## src/rtl/register_file.sv

```systemverilog
// register_file: 2**ADDR_WIDTH x DATA_WIDTH general-purpose registers for the
// CPU datapath. One synchronous write port and two asynchronous read ports
// feed the ALU operand paths. An optional bypass forwards in-flight write
// data to a read port that addresses the register being written.
`timescale 1ns/1ps

module register_file #(
    parameter int DATA_WIDTH   = 16,
    parameter int ADDR_WIDTH   = 4,
    parameter bit WRITE_BYPASS = 1'b0
) (
    input  logic                  clk,
    input  logic                  rst,
    input  logic                  reg_write_en,
    input  logic [ADDR_WIDTH-1:0] reg_write_dest,
    input  logic [DATA_WIDTH-1:0] reg_write_data,
    input  logic [ADDR_WIDTH-1:0] reg_read_addr_1,
    output logic [DATA_WIDTH-1:0] reg_read_data_1,
    input  logic [ADDR_WIDTH-1:0] reg_read_addr_2,
    output logic [DATA_WIDTH-1:0] reg_read_data_2
);

    localparam int NUM_REGS = 2 ** ADDR_WIDTH;

    logic [DATA_WIDTH-1:0] regs_q [NUM_REGS];
    logic [DATA_WIDTH-1:0] regs_d [NUM_REGS];

    // Next-state contents: only the addressed register takes the write data.
    always_comb begin
        for (int i = 0; i < NUM_REGS; i++) begin
            regs_d[i] = regs_q[i];
        end
        if (reg_write_en) begin
            regs_d[reg_write_dest] = reg_write_data;
        end
    end

    // Storage; reset clears everything at once and wins over a same-cycle write.
    always_ff @(posedge clk or posedge rst) begin
        if (rst) begin
            for (int i = 0; i < NUM_REGS; i++) begin
                regs_q[i] <= '0;
            end
        end else begin
            for (int i = 0; i < NUM_REGS; i++) begin
                regs_q[i] <= regs_d[i];
            end
        end
    end

    // Read port 1: combinational lookup, with optional forwarding of write data.
    always_comb begin
        reg_read_data_1 = regs_q[reg_read_addr_1];
        if (WRITE_BYPASS && !rst && reg_write_en && (reg_write_dest == reg_read_addr_1)) begin
            reg_read_data_1 = reg_write_data;
        end
    end

    // Read port 2: identical to port 1, fully independent address.
    always_comb begin
        reg_read_data_2 = regs_q[reg_read_addr_2];
        if (WRITE_BYPASS && !rst && reg_write_en && (reg_write_dest == reg_read_addr_2)) begin
            reg_read_data_2 = reg_write_data;
        end
    end

endmodule

```

## config.mk

```make
export PLATFORM = sky130hd
export DESIGN_NAME = register_file
export DESIGN_NICKNAME = d
export VERILOG_FILES = /design/src/rtl/register_file.sv
export SDC_FILE = /design/constraint.sdc
export NUM_CORES = 1
export LEC_CHECK = 0
export ABC_CLOCK_PERIOD_IN_PS = 8900
export CAP_MARGIN = 25
export CORE_MARGIN = 2
export CORE_UTILIZATION = 25
export DETAILED_ROUTE_END_ITERATION = 16
export SETUP_SLACK_MARGIN = 0.02
export SLEW_MARGIN = 5
export SYNTH_ARGS = -nofsm -noshare
export SYNTH_HDL_FRONTEND = slang
export SYNTH_SLANG_ARGS = --single-unit
export TNS_END_PERCENT = 100
```

## constraint.sdc

```tcl
create_clock -name clk -period 8.9 [get_ports clk]
set_input_delay 1.335 -clock clk [delete_from_list [all_inputs] [get_ports clk]]
set_output_delay 1.335 -clock clk [all_outputs]
set_load 0.1 [all_outputs]
```

==> Word level (Yosys, flattened, before mapping) <==
Index checks and enable logic that the tools add are counted.
{ "op_classes": {"n_lt_le_gt_ge": 4, "n_addsub": 0, "multipliers": 0, "muxes": 9, "reduce_logical": 1, "div_mod_pow": 0, "n_bitwise": 3, "eq_ne": 0, "shifts": 0} }
{ "ops": {"columns": ["operator", "count"], "rows": [
  ["$bwmux W256", 1],
  ["$bmux W16 S4", 2],
  ["$mux W16", 5],
  ["$demux W16 S4", 1],
  ["$ge A5 B5 Y1 const B", 3],
  ["$not A4 Y5", 3],
  ["$lt A5 B1 Y1 const B", 1],
  ["$logic_and A1 B1 Y1", 1]
]} }
{ "totals": {"in_bits": 31, "memories": 0, "mem_bits_ro": 0, "regBits": 256, "latchBits": 0, "mem_bits_rw": 0, "wordCells": 33} }

==> Longest topological paths before layout <==
{ "depth": {"depth_word": 6, "mapped_depth": 6} }

==> Worst setup path before layout <==
OpenSTA, ideal clock, no wires.
{ "synth_path": {"kind": "input port to output port", "start": "input reg_read_addr_1[0]", "end": "output reg_read_data_1[10]", "setup_slack_ns": 4.414, "path_stages": 6, "arrival_time_ns": 3.151, "path_cell_list": "buf_2 > buf_2 > buf_2 > mux4_2 > a22oi_1 > nand2_1"} }
{ "synth_via": {"elab_chain_len": 4} }
{ "synth_rtl": {"columns": ["item", "line_no", "rtl"], "rows": [
  ["start, declared", "17", "input logic [ADDR_WIDTH-1:0] reg_read_addr_1,"],
  ["$not A4 Y5 (not written as such)", "53", "reg_read_data_1 = regs_q[reg_read_addr_1];"],
  ["$bmux W16 S4", "53", null],
  ["$mux W16 (not written as such) (2 in a row)", "53", null],
  ["end, declared", "18", "output logic [DATA_WIDTH-1:0] reg_read_data_1,"]
]} }
No other way between the ends. The select of a mux whose other input is x is not followed.

==> Worst setup path in the final report <==
{ "layout_path": {"start": "input reg_read_addr_2[0]", "end": "output reg_read_data_2[2]"} }
{ "layout_via": {"elab_chain_len": 4} }
{ "layout_rtl": {"columns": ["item", "line_no", "rtl"], "rows": [
  ["start, declared", "19", "input logic [ADDR_WIDTH-1:0] reg_read_addr_2,"],
  ["$not A4 Y5 (not written as such)", "61", "reg_read_data_2 = regs_q[reg_read_addr_2];"],
  ["$bmux W16 S4", "61", null],
  ["$mux W16 (not written as such) (2 in a row)", "61", null],
  ["end, declared", "20", "output logic [DATA_WIDTH-1:0] reg_read_data_2"]
]} }
No other way between the ends. The select of a mux whose other input is x is not followed.

==> reports/metrics.csv <==
stage,metric,value,unit
detailed_routing,first_pass_iters,4,
timing,relSlewSlack,0.297,
worst_setup_path,cp-startpoint,reg_read_addr_2[0],
worst_setup_path,crit_chain,buf_4 > buf_4 > mux4_2 > a22oi_1 > nand2_1 > clkdlybuf4s50_1,
timing,min_period,5.90,ns
global_route,grt_overflow_total,0,
floorplanning,fp-row-count,85,
floorplanning,initial_utilization,0.252,
timing,period_share,0.663,
worst_setup_path,critPathArrivalTime,4.57,ns
status,status,"complete, no violations",
synth,yosys_warnings,0,
placed_design,gp_congestion,0.750,
clock_network,cts.sinks,256,
detailed_routing,viasPerCell,5.10,
synth,synth_top_area_share,0.475,
worst_setup_path,startpoint_type,input pin,
clock_network,cts_resized,0,
floorplanning,top_level_ports,63,
floorplanning,die_w,236,um
synth,netlist-cell-type-count,29,
synth,syn_inst,852,
pwr,leakage,6.35,nW
global_route,grt_pass1_wl,56.8,mm
synth,syn_nets,883,
clock_network,cts_max_path_buffers,3,
global_route,grt_max_degree,155,
detailed_routing,route.detailed.drc,0,
timing,holdWs,0.522,ns
clock_network,hold_buffers,0,
global_route,first_global_vias,8468,
synth,yosys.area.top_type,dfrtp_1,
worst_setup_path,slowest_stage,clkdlybuf4s50_1,
finish,regMostFlops,regs_q,
timing,slew_viol_final,0,
clock_network,cts_made_buffers,25,
timing,tightest_slew,1.05,ns
pwr,max-vdd-ir-drop,0.164,mV
finish,diodes,0,
clock_network,cts_htree_levels,1,
synth,syn_area,13500,um2
clock_network,insertion_delay,0.53,ns
worst_setup_path,reg2reg_from,regs_q[85],
finish,fin_nets,918,
timing,hold_viol_final,0,
synth,synth_seq_cells,256,
floorplanning,core,53600,um2
finish,drive_gt1_frac,0.522,
clock_network,clk_pin_slew_worst_paths,0.07,ns
timing,skew,0,ns
clock_network,post_cts.repair.setup_buffers,0,
detailed_routing,wirelength,37.5,mm
timing,max_clock_freq,169,MHz
pwr,power,0.00394,W
pwr,power_density,250,nW/um2
detailed_routing,vias,8166,
floorplanning,dieArea,55800,um2
min_path,min_path_type,reg -> reg,
worst_setup_path,crit_required,7.57,ns
worst_setup_path,slowest_delay,0.98,ns
detailed_routing,drtAntennaViolNets,0,
timing,finalSetupViolCount,0,
worst_setup_path,reg2reg_slack,8.10,ns
placed_design,io_buffers,62,
global_route,antenna_found_initial,0,
worst_setup_path,cp_common_cell,buf_4,
worst_setup_path,critPathCaptureType,primary output,
timing,rsz0062_at_grt,false,
finish,synthToLayoutAreaGrowth,17.0,%
synth,ys_seq_area_frac,0.475,
synth,synth_area_leaders,"dfrtp_1 47%, mux4_2 21%, mux2_2 19%",
clock_network,cts_tree,yes,
timing,fin_tns_setup,0,ns
min_path,hp-start,regs_q[95],
placed_design,hpwl,22.7,mm
clock_network,cts_root_buffer,clkbuf_16,
detailed_routing,drtIter0Drc,647,
synth,syn_area_per_cell,15.8,um2
finish,largestRegisters,regs_q (256),
finish,largest_reg_flops,256,
run,maxCapViolCount,0,
detailed_routing,wl_per_cell,23.5,um
worst_setup_path,critPathKind,in -> out,
floorplanning,die_height,236,um
global_route,grt_usage,0.135,
worst_setup_path,worstPathMaxFanout,38,
## power breakdown
part	internal, W	switching [W]
Combinational	0.000556	0.000579
Sequential	0.00144	0.000191
Clock	0.000709	0.000474
Total	0.00270	0.00124
## kinds of logic (layout without fill, tap and decap cells)
| logic type | count (synthesis) | after routing | share of synthesized area |
|---|---|---|---|
| compound gates | 64 | 64 | 0.0356 |
| buf+inv | 82 | 134 | 0.0302 |
| flops | 256 | 256 | 0.475 |
| mux | 384 | 384 | 0.433 |
| simple gates | 66 | 66 | 0.0262 |
## synthesized netlist by cell type (all sizes together)
cell    instances
or3             2
clkbuf         28
nand2b          3
nor3b           1
nor3            3
buf            53
mux4          128
nor2            9
inv             1
nor2b           4
and2            2
a22oi          64
nor4b           1
dfrtp         256
nand3           2
or4b            1
nand2          35
mux2          256
or4             1
nand3b          2
## critical path: cells and delay by family
family	cells	cell delay, ns
compound gates	1	0.32
buf+inv	3	2.20
mux	1	0.57
simple gates	1	0.10
## cell type report
cell class | count | area, um2
fillers | 5354 | 37800
multi-input cells | 514 | 6720
flip-flops and latches | 256 | 6410
well taps | 696 | 871
repair buffers | 89 | 861
clock buffers | 32 | 712
clock inverters | 12 | 196
inverters | 1 | 11.3
## per-layer routing
layer / track usage / part of all wire / vias to the layer above / wire, um
met5: 0 / 0 / - / 0
li1: - / - / 3397 / -
met1: 0.202 / 0.48 / 4490 / 18000
met2: 0.200 / 0.44 / 230 / 16600
met4: 0.0274 / 0.017 / 0 / 645
met3: 0.0302 / 0.061 / 49 / 2290
## worst paths after layout
| kind | end | cells past startpoint |
|---|---|---|
| min in group asynchronous | regs_q[171] | 2 |
| worst max-delay path | reg_read_data_2[2] | 6 |
| worst min-delay path | regs_q[95] | 1 |
| worst max register to register | regs_q[85] | 1 |
| worst min register to register | regs_q[95] | 1 |
| max in group asynchronous | regs_q[96] | 3 |
## placed cells by master, fill, tap and decap left out, types with 2 or more instances in the layout
cell type        Yosys  routed
nor2_2               2       7
bufinv_16            0       5
or3_1                2       2
nand2b_1             2       2
buf_8                1       2
buf_4                3      27
clkbuf_8             0       6
clkinvlp_4           0       3
and2_1               2       2
dfrtp_1            256     256
mux2_4              20      20
nor2b_2              0       4
nand2_1             34      34
clkinv_2             0       3
mux4_2             128     128
nand3b_1             2       2
nor3_4               0       3
nand3_1              2       2
clkbuf_16            0      25
mux2_2             231     231
a22oi_1             64      64
mux2_1               5       5
clkdlybuf4s50_1      0      58
## through the flow
step	setup slack, ns	util	area [um2]	cells
global placement	2.91	0.276	14800	1553
detailed placement	2.93	0.277	14800	1554
CTS	2.93	0.294	15800	1598
floorplan	0.523	-	13500	852
global route	2.76	0.294	15800	1600
finish	3.00	0.294	15800	1600
No activity file was read; power rests on OpenSTA's default activity.
